File: src/rtl/hazard_controller.sv
// Hazard controller for the 5-stage MIPS pipeline: execute-stage operand
// forwarding selects, fetch/decode stall with execute flush, and the busy
// sequencer for the multi-cycle MULT/DIV unit.
// Optional feature macro: HAZARD_FORWARD_HILO_EN enables HI/LO result
// forwarding (codes 011/100); without it a HI/LO read in decode is held
// until every in-flight HI/LO write has committed.
module hazard_controller #(
  parameter int MULT_CYCLES = 4,
  parameter int DIV_CYCLES  = 32
) (
  input  logic       clk,
  input  logic       reset,
  input  logic [4:0] rs_decode,
  input  logic [4:0] rt_decode,
  input  logic [4:0] rs_execute,
  input  logic [4:0] rt_execute,
  input  logic       branch_decode,
  input  logic       hi_lo_access_decode,
  input  logic [4:0] write_reg_execute,
  input  logic       reg_write_execute,
  input  logic       mem_to_reg_execute,
  input  logic [4:0] write_reg_memory,
  input  logic       reg_write_memory,
  input  logic       mem_to_reg_memory,
  input  logic [4:0] write_reg_writeback,
  input  logic       reg_write_writeback,
  input  logic       use_lo_execute,
  input  logic       use_hi_execute,
  input  logic       hi_lo_write_execute,
  input  logic       hi_lo_write_memory,
  input  logic       hi_lo_write_writeback,
  input  logic       multdiv_start_execute,
  input  logic       multdiv_is_div_execute,
  output logic [2:0] forward_one_execute,
  output logic [2:0] forward_two_execute,
  output logic       stall_fetch,
  output logic       stall_decode,
  output logic       flush_execute,
  output logic       multdiv_busy
);

  localparam int CNT_W = $clog2(DIV_CYCLES) + 1;

`ifdef HAZARD_FORWARD_HILO_EN
  localparam bit HILO_FWD = 1'b1;
`else
  localparam bit HILO_FWD = 1'b0;
`endif

  typedef enum logic [1:0] {
    IDLE      = 2'd0,
    MULT_BUSY = 2'd1,
    DIV_BUSY  = 2'd2
  } state_e;

  state_e             state_q, state_d;
  logic [CNT_W-1:0]   cnt_q, cnt_d;

  logic               load_use_stall;
  logic               branch_stall;
  logic               hilo_busy_stall;
  logic               hilo_write_stall;
  logic               dec_rs_hit_ex, dec_rt_hit_ex;
  logic               dec_rs_hit_mem, dec_rt_hit_mem;

  // Multiply/divide sequencer state register; reset aborts any operation.
  always_ff @(posedge clk) begin
    if (reset) begin
      state_q <= IDLE;
      cnt_q   <= '0;
    end else begin
      state_q <= state_d;
      cnt_q   <= cnt_d;
    end
  end

  // Sequencer next state: a start always (re)loads the count, otherwise
  // count down and drop back to IDLE after the last busy cycle.
  always_comb begin
    state_d = state_q;
    cnt_d   = cnt_q;
    if (multdiv_start_execute) begin
      if (multdiv_is_div_execute) begin
        state_d = DIV_BUSY;
        cnt_d   = CNT_W'(DIV_CYCLES - 1);
      end else begin
        state_d = MULT_BUSY;
        cnt_d   = CNT_W'(MULT_CYCLES - 1);
      end
    end else if (state_q != IDLE) begin
      if (cnt_q == '0) begin
        state_d = IDLE;
        cnt_d   = '0;
      end else begin
        cnt_d   = cnt_q - CNT_W'(1);
      end
    end
  end

  assign multdiv_busy = (state_q != IDLE);

  // Operand forwarding selects; HI/LO results win over GPR results, the
  // nearer stage wins over the farther one, and r0 is never forwarded.
  always_comb begin
    forward_one_execute = 3'b000;
    forward_two_execute = 3'b000;

    if (HILO_FWD && use_lo_execute && hi_lo_write_memory)
      forward_one_execute = 3'b100;
    else if (HILO_FWD && use_lo_execute && hi_lo_write_writeback)
      forward_one_execute = 3'b011;
    else if ((rs_execute != 5'd0) && reg_write_memory &&
             (rs_execute == write_reg_memory))
      forward_one_execute = 3'b010;
    else if ((rs_execute != 5'd0) && reg_write_writeback &&
             (rs_execute == write_reg_writeback))
      forward_one_execute = 3'b001;

    if (HILO_FWD && use_hi_execute && hi_lo_write_memory)
      forward_two_execute = 3'b100;
    else if (HILO_FWD && use_hi_execute && hi_lo_write_writeback)
      forward_two_execute = 3'b011;
    else if ((rt_execute != 5'd0) && reg_write_memory &&
             (rt_execute == write_reg_memory))
      forward_two_execute = 3'b010;
    else if ((rt_execute != 5'd0) && reg_write_writeback &&
             (rt_execute == write_reg_writeback))
      forward_two_execute = 3'b001;
  end

  // Stall sources: load-use, branch operands not yet available in decode,
  // HI/LO access while the multiplier/divider is running, and (without
  // HI/LO forwarding) HI/LO access while a HI/LO write is still in flight.
  always_comb begin
    dec_rs_hit_ex  = (write_reg_execute != 5'd0) && (write_reg_execute == rs_decode);
    dec_rt_hit_ex  = (write_reg_execute != 5'd0) && (write_reg_execute == rt_decode);
    dec_rs_hit_mem = (write_reg_memory  != 5'd0) && (write_reg_memory  == rs_decode);
    dec_rt_hit_mem = (write_reg_memory  != 5'd0) && (write_reg_memory  == rt_decode);

    load_use_stall   = mem_to_reg_execute && reg_write_execute &&
                       (dec_rs_hit_ex || dec_rt_hit_ex);
    branch_stall     = branch_decode &&
                       ((reg_write_execute && (dec_rs_hit_ex || dec_rt_hit_ex)) ||
                        (mem_to_reg_memory && (dec_rs_hit_mem || dec_rt_hit_mem)));
    hilo_busy_stall  = hi_lo_access_decode && (multdiv_busy || multdiv_start_execute);
    hilo_write_stall = !HILO_FWD && hi_lo_access_decode &&
                       (hi_lo_write_execute || hi_lo_write_memory || hi_lo_write_writeback);

    stall_fetch   = load_use_stall || branch_stall || hilo_busy_stall || hilo_write_stall;
    stall_decode  = stall_fetch;
    flush_execute = stall_fetch;
  end

endmodule

File: config.mk
export PLATFORM = sky130hd
export DESIGN_NAME = hazard_controller
export DESIGN_NICKNAME = d
export VERILOG_FILES = /design/src/rtl/hazard_controller.sv
export SDC_FILE = /design/constraint.sdc
export NUM_CORES = 1
export LEC_CHECK = 0
export ABC_CLOCK_PERIOD_IN_PS = 5200
export CORE_AREA = 2 2 54 56
export DETAILED_ROUTE_END_ITERATION = 12
export DIE_AREA = 0 0 56 58
export PLACE_DENSITY_LB_ADDON = 0.3
export SLEW_MARGIN = 10
export SYNTH_ARGS = -nofsm -noshare
export SYNTH_HDL_FRONTEND = slang
export SYNTH_SLANG_ARGS = --single-unit
File: constraint.sdc
create_clock -name clk -period 5.2 [get_ports clk]
set_input_delay 1.04 -clock clk [delete_from_list [all_inputs] [get_ports clk]]
set_output_delay 1.04 -clock clk [all_outputs]
set_load 0.02 [all_outputs]
### Word level (Yosys, flattened, before mapping)

Index checks and enable logic that the tools add are counted.

| word-level totals | value |
|---|---|
| register bits after elaboration | 8 |
| input bits | 51 |
| logic and storage cells | 60 |

| operators by class | value |
|---|---|
| add/sub/neg operators | 1 |
| equality and inequality tests | 8 |
| multiplexer cells | 12 |
| reduce and logical (&&, ||, !) cells | 37 |

Operators with widths:

| cell | number |
|---|---|
| 5-bit equality test | 8 |
| 5-bit nonzero test | 4 |
| 1-bit logical AND | 19 |
| 6-bit two-way mux | 3 |
| 2-bit two-way mux | 6 |
| 1-bit logical OR | 9 |
| 6-bit logical NOT | 1 |
| 2-bit nonzero test | 3 |
| 6-bit by 1-bit subtractor with 6-bit output (second input constant) | 1 |
| 5-bit two-way mux | 1 |
| 1-bit two-way mux | 2 |
| 2-bit AND reduction | 1 |

### Logic depth before layout (Yosys ltp)

| depth | value |
|---|---|
| depth in word-level cells | 9 |
| gate-level depth with buffers | 6 |
| gate-level depth less buffers | 6 |

### Worst setup path before layout

OpenSTA, ideal clock, no wires.

| timing path | value |
|---|---|
| path kind | input port to output port |
| from | input port rs_execute[1] |
| to | output port forward_one_execute[0] |
| arrival time | 2.487 ns |
| data required time | 4.160 ns |
| path slack | 1.673 ns |
| cell stages on the path | 4 |
| path buffers | 0 |
| cells stage by stage | or4_4 -> nor2_4 -> nor4_2 -> nor4_1 |

| on the way | value |
|---|---|
| cells in the longest elaborated chain, start to end | 5 |

Ends and longest elaborated chain:

| what | line | source |
|---|---|---|
| start: declaration | 15 | `input logic [4:0] rs_execute,` |
| 5-bit nonzero test | 112, 115 |  |
| 1-bit logical AND (2 in series) | 115 | `else if ((rs_execute != 5'd0) && reg_write_writeback &&` |
| 1-bit two-way mux | 115 |  |
| 2-bit two-way mux * | 112 | `else if ((rs_execute != 5'd0) && reg_write_memory &&` |
| end: declaration | 34 | `output logic [2:0] forward_one_execute,` |

Every way passes the cells marked *; elsewhere a longest branch is shown, timed or not.

### Final worst setup path

Same ends and word-level chain as after synthesis.

==> summary.md <==
| Metric | Value |
|---|---|
| Avg WL per Cell | `13.8 microns` |
| CP max FO | `3` |
| Switch Pwr | `76.8 uW` |
| Core Area | `2660 sq um` |
| #FFs+latches synth | `8` |
| Initial core utilization | `0.390` |
| Max_cap viols | `0` |
| IO Pins | `61` |
| Crit path time final | `4.24 ns` |
| Post-Route WL | `2.88 mm` |
| Setup bufs post-CTS | `0` |
| Worst setup SP type | `input port` |
| Grt ovf | `0` |
| Initial DRC count | `24` |
| CTS Sinks | `8` |
| Crit end category | `output port` |
| H-tree depth | `1` |
| Avg Cell Area, Syn | `8.17 sq um` |
| Largest net degree at the start of global routing | `12` |
| Wire length on met3 | `179 microns` |
| Placed cells | `205` |
| Fmax | `236 MHz` |
| Post-synthesis compound-gate area fraction | `0.106` |
| Synth async-reset ratio | `0` |
| Worst setup path category | `input port to output port` |
| Hold path depth | `2` |
| CTS tree | `built` |
| Growth of design area from synthesis to finish | `55.2%` |
| Simple-gate share of the synthesized area | `0.303` |
| Port Buffers | `56` |
| PD cells | `147 nW/um^2` |
| Final slew viol count | `0` |
| Logic pwr share | `0.504` |
| Clk_skew | `0.00216 ns` |
| Die area | `3250 sq um` |
| ANT nets after route | `0` |
| Post_cts resized | `0` |
| Syn Inst Count | `127` |
| Fin crit share | `0.816` |
| Vias in the first global route | `1096` |
| Final setup violation count | `0` |
| Worst path cell trace | `clkdlybuf4s50_1 -> or4_4 -> nor2_4 -> nor4_2 -> nor4_1 -> clkdlybuf4s50_1` |
| DIE WIDTH | `56 microns` |
| Mapped Area | `1040 sq um` |
| N_diodes | `0` |
| First-pass GRT wire length | `4.99 mm` |
| XOR/XNOR Fraction of Synth Area | `0.338` |
| Reg2Reg Depth | `6` |
| Yosys warns | `0` |
| Status | `finished clean` |
| HPWL Detailed | `2.42 mm` |
| Required time worst endpoint | `4.16 ns` |
| Most used DFF post-synth | `dfxtp_1` |
| Final instance area | `1610 sq um` |
| Std-Cell Rows | `19` |
| Clock buffer count from CTS | `3` |
| RSZ-0062 raised after global routing | `no` |
| Hold Path Class | `flop to flop` |
| Commonest non-fill, non-tap cell in the layout | `clkdlybuf4s50_1` |
| Non-Filler Instances | `208` |
| Post-synth EDFFs | `0` |
| Endpoints failing hold | `0` |
| Synth Area in Adders | `0.0241` |
| Clk_lat worst skew | `0.26 ns` |
| Mux share of post-synthesis cell area | `0.00965` |
| Pint | `160 uW` |
| Most frequent cells in the layout | `clkdlybuf4s50_1 (56), xor2_1 (24), xnor2_1 (16)` |
| Die Ht | `58 microns` |
| Clock share of power | `0.201` |
| Layout net count | `232` |
| VDD IR-drop max | `0.135 mV` |
| M1 WL | `1.24 mm` |
| Crit path max-delay cell type | `clkdlybuf4s50_1` |
| Via Count | `1080` |
| Finished Core Util | `0.605` |
| Hold-fix buffers, CTS | `0` |
| DRC viols | `0` |
| Top routing layer in use | `met4` |
| Setup TNS Final | `0 ns` |
| Sequential fraction of design power | `0.294` |
| Cell variety after synth | `32` |
| Critical path's largest stage delay | `0.65 ns` |
| CP most frequent cell | `clkdlybuf4s50_1` |
| Leakage | `0.566 nW` |
| Placed cell area | `1590 sq um` |
| Met2 routed WL | `1.43 mm` |
| Sw frac | `0.324` |
| Clock root buffer | `clkbuf_4` |
| Gr usage total | `0.189` |
| Sequential-to-total area share from yosys stat | `0.154` |
| Clock transition at path regs | `0.05 ns` |
| Initial antenna violation count | `0` |
| Main combinational cell family by area after synthesis | `XOR/XNOR gates` |
| Gpl congestion | `0.834` |
| Clock tree buffer depth | `2` |
| Arrival time worst endpoint | `3.20 ns` |
| Vias/cell | `5.19` |
| Share of layout cells above drive strength 1 | `0.0904` |
| Pre-antenna DRT Iters | `4` |
[metal layers]
metal  up-vias  track usage
li1        543            -
met1       499        0.235
met2        35        0.336
met3         3       0.0357
met4         0       0.0510
met5         -            0
[metrics by stage]
stage	setup WS, ns	hold WS (ns)	power, mW
6_report	0.959	0.574	0.237
2_1_floorplan	1.67	0.527	0.132
4_1_cts	0.949	0.574	0.240
5_1_grt	0.827	0.602	0.252
3_3_place_gp	1.00	0.560	0.187
3_5_place_dp	0.962	0.562	0.190
[final cells by class]
cell class | count | area, sq um
clock buffer | 3 | 22.5
fill | 237 | 1050
inverter | 3 | 11.3
multi-input combinational | 107 | 817
sequential | 8 | 160
tap | 31 | 38.8
timing repair buffer | 56 | 561
[logic make-up (layout without fill, tap and decap cells)]
kind of cell    after synthesis  after routing
simple gates                 45             45
xor+xnor                     40             40
other cells                   1              2
mux                           1              1
fa+ha+maj                     2              2
buf+inv                      13             62
flops                         8              8
compound gates               17             17
[power groups by stage]
stage | Combinational [mW] | Sequential [mW] | Clock (mW)
after global placement | 0.116 | 0.0706 | 0
after detailed placement | 0.119 | 0.0710 | 0
after floorplan | 0.0626 | 0.0697 | 0
after CTS | 0.120 | 0.0697 | 0.0501
after global routing | 0.131 | 0.0704 | 0.0505
final | 0.120 | 0.0698 | 0.0478
[final timing paths]
check / from / endpoint / slack, ns
setup / recovery: rs_execute[1] / forward_one_execute[0] / 0.96
hold / removal: cnt_q[5] / cnt_q[5] / 0.57
setup reg to reg: cnt_q[0] / cnt_q[4] / 3.53
hold reg to reg: cnt_q[5] / cnt_q[5] / 0.57
[cell usage after synthesis, types with 3 or more instances]
cell / count / area (sq um)
clkbuf_1: 6 / 22.5
nor4_1: 3 / 18.8
buf_4: 4 / 30.0
xor2_1: 24 / 210
xnor2_1: 16 / 140
nand2_1: 3 / 11.3
and2_1: 3 / 18.8
nor2_1: 6 / 22.5
or3_2: 3 / 22.5
a21oi_1: 7 / 35.0
inv_1: 3 / 11.3
or4_1: 4 / 30.0
nor3_1: 7 / 35.0
nand4_1: 4 / 25.0
dfxtp_1: 8 / 160
[worst max-delay path, delay by kind of cell]
family	cells	cell delay, ns
buffers and inverters	2	1.13
AND/OR/NAND/NOR	4	1.02
[registers in the layout (all words and copies together), names as in the netlist]
| signal | cells |
|---|---|
| cnt_q | 6 |
| state_q | 2 |
(Power assumes the default switching activity.)
